==> config.mk <==
export PLATFORM = sky130hd
export DESIGN_NAME = apb_master
export DESIGN_NICKNAME = d
export VERILOG_FILES = /design/src/rtl/apb_master.sv
export SDC_FILE = /design/constraint.sdc
export NUM_CORES = 1
export LEC_CHECK = 0
export ABC_AREA = 0
export BUFFER_PORTS_ARGS = -buffer_cell sky130_fd_sc_hd__buf_2
export CAP_MARGIN = 0
export CORE_MARGIN = 2
export CORE_UTILIZATION = 46
export DETAILED_ROUTE_END_ITERATION = 16
export GPL_TIMING_DRIVEN = 0
export PLACE_DENSITY = 0.8
export SYNTH_ARGS = -nofsm -noshare
export SYNTH_HDL_FRONTEND = slang
export SYNTH_SLANG_ARGS = --single-unit
==> constraint.sdc <==
create_clock -name PCLK -period 2.05 [get_ports PCLK]
set_input_delay 0.41 -clock PCLK [delete_from_list [all_inputs] [get_ports PCLK]]
set_output_delay 0.41 -clock PCLK [all_outputs]
set_load 0.005 [all_outputs]
==> src/rtl/apb_master.sv <==
// apb_master: converts single-beat commands into APB SETUP/ACCESS transfers.
// Each command is answered with a one-cycle rsp_valid pulse that carries the
// read data and the slave error flag.
// Optional build macro APB_MASTER_TIMEOUT_EN: aborts an ACCESS phase that has
// seen no PREADY for TIMEOUT_CYCLES cycles, answering with rsp_err=1.
//
// state  | meaning
// IDLE   | no transfer in flight, cmd_ready high, PSELx low
// SETUP  | first APB cycle, PSELx high, PENABLE low
// ACCESS | PSELx and PENABLE high, waiting for PREADY (or timeout)
module apb_master #(
  parameter int ADDR_W         = 32,
  parameter int DATA_W         = 32,
  parameter int TIMEOUT_CYCLES = 16
) (
  input  logic              PCLK,
  input  logic              PRESETn,
  input  logic              cmd_valid,
  output logic              cmd_ready,
  input  logic              cmd_write,
  input  logic [ADDR_W-1:0] cmd_addr,
  input  logic [DATA_W-1:0] cmd_wdata,
  output logic              rsp_valid,
  output logic [DATA_W-1:0] rsp_rdata,
  output logic              rsp_err,
  output logic              PSELx,
  output logic              PENABLE,
  output logic              PWRITE,
  output logic [ADDR_W-1:0] PADDR,
  output logic [DATA_W-1:0] PWDATA,
  input  logic [DATA_W-1:0] PRDATA,
  input  logic              PREADY,
  input  logic              PSLVERR
);

  if (TIMEOUT_CYCLES < 2 || TIMEOUT_CYCLES > 255) begin : g_bad_timeout
    $error("apb_master: TIMEOUT_CYCLES must be within 2..255");
  end

  typedef enum logic [1:0] {IDLE, SETUP, ACCESS} state_t;

  state_t              state_q, state_d;
  logic                psel_q, psel_d;
  logic                penable_q, penable_d;
  logic                pwrite_q, pwrite_d;
  logic [ADDR_W-1:0]   paddr_q, paddr_d;
  logic [DATA_W-1:0]   pwdata_q, pwdata_d;
  logic                rsp_valid_q, rsp_valid_d;
  logic [DATA_W-1:0]   rsp_rdata_q, rsp_rdata_d;
  logic                rsp_err_q, rsp_err_d;
  logic                tmo_hit;

`ifdef APB_MASTER_TIMEOUT_EN
  // Down-counter of remaining ACCESS cycles; zero means this is the last one.
  logic [7:0] tmo_cnt_q, tmo_cnt_d;
  assign tmo_hit = (tmo_cnt_q == 8'd0);
`else
  assign tmo_hit = 1'b0;
`endif

  // Next-state and next-output decode; registers hold unless a state acts.
  always_comb begin
    state_d     = state_q;
    psel_d      = psel_q;
    penable_d   = penable_q;
    pwrite_d    = pwrite_q;
    paddr_d     = paddr_q;
    pwdata_d    = pwdata_q;
    rsp_valid_d = 1'b0;
    rsp_rdata_d = rsp_rdata_q;
    rsp_err_d   = rsp_err_q;
`ifdef APB_MASTER_TIMEOUT_EN
    tmo_cnt_d   = tmo_cnt_q;
`endif
    case (state_q)
      IDLE: begin
        if (cmd_valid) begin
          pwrite_d  = cmd_write;
          paddr_d   = cmd_addr;
          pwdata_d  = cmd_write ? cmd_wdata : '0;
          psel_d    = 1'b1;
          penable_d = 1'b0;
          state_d   = SETUP;
        end
      end
      SETUP: begin
        penable_d = 1'b1;
        state_d   = ACCESS;
`ifdef APB_MASTER_TIMEOUT_EN
        tmo_cnt_d = 8'(TIMEOUT_CYCLES - 1);
`endif
      end
      ACCESS: begin
        // Completion is checked first so PREADY on the last allowed cycle wins.
        if (PREADY) begin
          psel_d      = 1'b0;
          penable_d   = 1'b0;
          rsp_valid_d = 1'b1;
          rsp_err_d   = PSLVERR;
          rsp_rdata_d = pwrite_q ? '0 : PRDATA;
          state_d     = IDLE;
        end else if (tmo_hit) begin
          psel_d      = 1'b0;
          penable_d   = 1'b0;
          rsp_valid_d = 1'b1;
          rsp_err_d   = 1'b1;
          rsp_rdata_d = '0;
          state_d     = IDLE;
        end else begin
`ifdef APB_MASTER_TIMEOUT_EN
          tmo_cnt_d = tmo_cnt_q - 8'd1;
`endif
        end
      end
      default: begin
        psel_d    = 1'b0;
        penable_d = 1'b0;
        state_d   = IDLE;
      end
    endcase
  end

  // State and output registers; reset abandons any transfer without a response.
  always_ff @(posedge PCLK or negedge PRESETn) begin
    if (!PRESETn) begin
      state_q     <= IDLE;
      psel_q      <= 1'b0;
      penable_q   <= 1'b0;
      pwrite_q    <= 1'b0;
      paddr_q     <= '0;
      pwdata_q    <= '0;
      rsp_valid_q <= 1'b0;
      rsp_rdata_q <= '0;
      rsp_err_q   <= 1'b0;
`ifdef APB_MASTER_TIMEOUT_EN
      tmo_cnt_q   <= 8'd0;
`endif
    end else begin
      state_q     <= state_d;
      psel_q      <= psel_d;
      penable_q   <= penable_d;
      pwrite_q    <= pwrite_d;
      paddr_q     <= paddr_d;
      pwdata_q    <= pwdata_d;
      rsp_valid_q <= rsp_valid_d;
      rsp_rdata_q <= rsp_rdata_d;
      rsp_err_q   <= rsp_err_d;
`ifdef APB_MASTER_TIMEOUT_EN
      tmo_cnt_q   <= tmo_cnt_d;
`endif
    end
  end

  assign cmd_ready = (state_q == IDLE);
  assign PSELx     = psel_q;
  assign PENABLE   = penable_q;
  assign PWRITE    = pwrite_q;
  assign PADDR     = paddr_q;
  assign PWDATA    = pwdata_q;
  assign rsp_valid = rsp_valid_q;
  assign rsp_rdata = rsp_rdata_q;
  assign rsp_err   = rsp_err_q;

endmodule

==> impl_metrics.json <==
{
  "outcome": "complete, no violations",
  "num_antenna_cells": 0,
  "vias": 3311,
  "synthesis.nets": 467,
  "cpPeakStageDelay_ns": 0.44,
  "cp_max_fo": 10,
  "hp-class": "in -> async",
  "cts_buffers": 9,
  "final_hold_viol_count": 0,
  "period_share": 0.780,
  "syn_area_sq_um": 4150,
  "worstPathArrival_ns": 1.83,
  "end_kind": "register",
  "area_growth_pct": 33.3,
  "grt_max_degree": 58,
  "drc_errors": 0,
  "ctsHoldBuffers": 0,
  "cp.buffers_inverters": 2,
  "first_pass_iters": 4,
  "drt.antenna.violating_nets": 0,
  "grt_pass1_vias": 3359,
  "final_common_cell": "buf_2",
  "p_leak_nw": 3.00,
  "maxSlewViolCount": 0,
  "clkSlewWorstSetupHoldPaths_ns": 0.10,
  "die_x_um": 98.9,
  "floorplan.rows": 34,
  "setup_viol": 0,
  "critPathRequiredTime_ns": 2.28,
  "synth.distinct_cells": 14,
  "start_util": 0.475,
  "wl_per_cell_um": 14.7,
  "fp.dieH_um": 98.9,
  "drt-total-wl_mm": 10.2,
  "ys_ff_latch": 102,
  "antenna_found_initial": 0,
  "worst_setup_path_start_kind": "register",
  "core-area_sq_um": 8720,
  "worstSkewPairLatency_ns": 0.35,
  "drtIter0Drc": 46,
  "timing.fmax_mhz": 626,
  "critPathKind": "reg -> reg",
  "cp_common_cell": "buf_6",
  "vdd_drop_max_v": 0.000661,
  "fin_nets": 681,
  "synth_top_area_frac": 0.616,
  "cts_repair_resize_count": 0,
  "worstMarginPinSlew_ns": 0.602,
  "syn_area_per_cell_sq_um": 11.4,
  "yosys_warnings": 0,
  "fin_tns_setup_ns": 0,
  "htreeDepth": 3,
  "maxSlewHeadroom": 0.599,
  "yosysSeqAreaShare": 0.616,
  "cts_tree": "done",
  "netlist_instances": 365,
  "root_buffer": "clkbuf_8",
  "ios": 204,
  "max-cap-violations": 0,
  "timing.final.crit_period_ns": 1.60,
  "drive_gt1_frac": 0.447,
  "yosys-top-cells-area": "dfrtp_1 (62%), mux2_4 (12%), nand2_1 (8.9%)",
  "crit_chain": "or3b_1, buf_6, buf_6, mux2_4",
  "finalPower_mw": 7.85,
  "ctsLongestPathBuffers": 2,
  "post_cts_buffers": 0,
  "globalplace.congestion": 0.835,
  "layout_common_cells": "buf_2 (202), dfrtp_1 (102), nand2_1 (98)",
  "crit_family": "flip-flops",
  "track_usage": 0.210,
  "via_per_inst": 4.78,
  "critPathSlowestCell": "dfrtp_1",
  "gr-total-overflow": 0,
  "yosys.area.top_type": "dfrtp_1",
  "die-area_sq_um": 9790,
  "rsz0062_at_grt": "no",
  "cts.sinks": 102,
  "clock_skew_ns": 0.0102,
  "power_density_nw_per_um2": 1420,
  "grt_pass1_wl_mm": 16.3,
  "port_buffers": 202,
  "dp_hpwl_mm": 7.85
}
-- routing by layer --
layer	vias up	track usage	wire length (um)
met5	-	0	0
met4	0	0.0769	162
met3	14	0.0511	870
met2	139	0.354	4930
met1	1550	0.264	4230
li1	1608	-	-
-- cell usage after synthesis --
library cell and count:
nand2b_1 32, dfrtp_1 102, buf_2 1, a21oi_1 1
mux2_4 33, mux2_2 1, nand3b_1 1, nand2_1 98
or3b_1 1, buf_6 7, inv_1 3, nor2_1 2
clkbuf_1 17, o21ai_0 66
-- power breakdown --
group	internal, mW	leakage, nW	switching (mW)
combinational	1.69	1.61	1.39
sequential	2.96	1.28	0.557
clock	0.582	0.102	0.666
total	5.23	3.00	2.61
-- cells by family after synthesis --
family                 Yosys count  share of synthesized area
buffers and inverters           28                     0.0383
flip-flops                     102                      0.616
AO/OA/AOI/OAI                   67                     0.0809
multiplexers                    34                      0.122
AND/OR/NAND/NOR                134                      0.143
-- stage by stage --
step | cells | cell area, sq um | utilization | hold WS, ns | setup WS [ns]
after floorplan | 365 | 4150 | - | 0.114 | 0.546
after global placement | 675 | 5290 | 0.607 | 0.460 | -0.430
after detailed placement | 676 | 5320 | 0.610 | 0.462 | 0.422
after CTS | 692 | 5530 | 0.634 | 0.0689 | 0.450
after global routing | 692 | 5530 | 0.634 | 0.0909 | 0.360
final | 692 | 5530 | 0.634 | 0.0516 | 0.452
-- registers in the layout, summed over array words and instances (netlist names) --
register,count
PSELx,1
rsp_valid,1
PWDATA,32
state_q,2
rsp_rdata,32
PADDR,32
rsp_err,1
PWRITE,1
-- worst paths after layout --
kind / start / endpoint / slack (ns) / cells after the start
worst min-delay path: PRESETn / rsp_rdata[26] / 0.05 / 1
worst max register to register: state_q[1] / PADDR[27] / 0.45 / 4
max in group asynchronous: PRESETn / PADDR[11] / 1.31 / 2
worst max-delay path: state_q[1] / PADDR[27] / 0.45 / 4
worst min register to register: PWDATA[17] / PWDATA[17] / 0.48 / 2
min in group PCLK: cmd_addr[15] / PADDR[15] / 0.28 / 2
-- cell type report --
type	count	area [sq um]
fill	750	3200
timing repair buffer	203	1040
sequential	102	2550
clock buffer	13	179
buffer	25	148
tap	108	135
multi-input combinational	235	1430
inverter	3	11.3
clock inverter	3	25.0
Power figures use the tool's default switching activity.
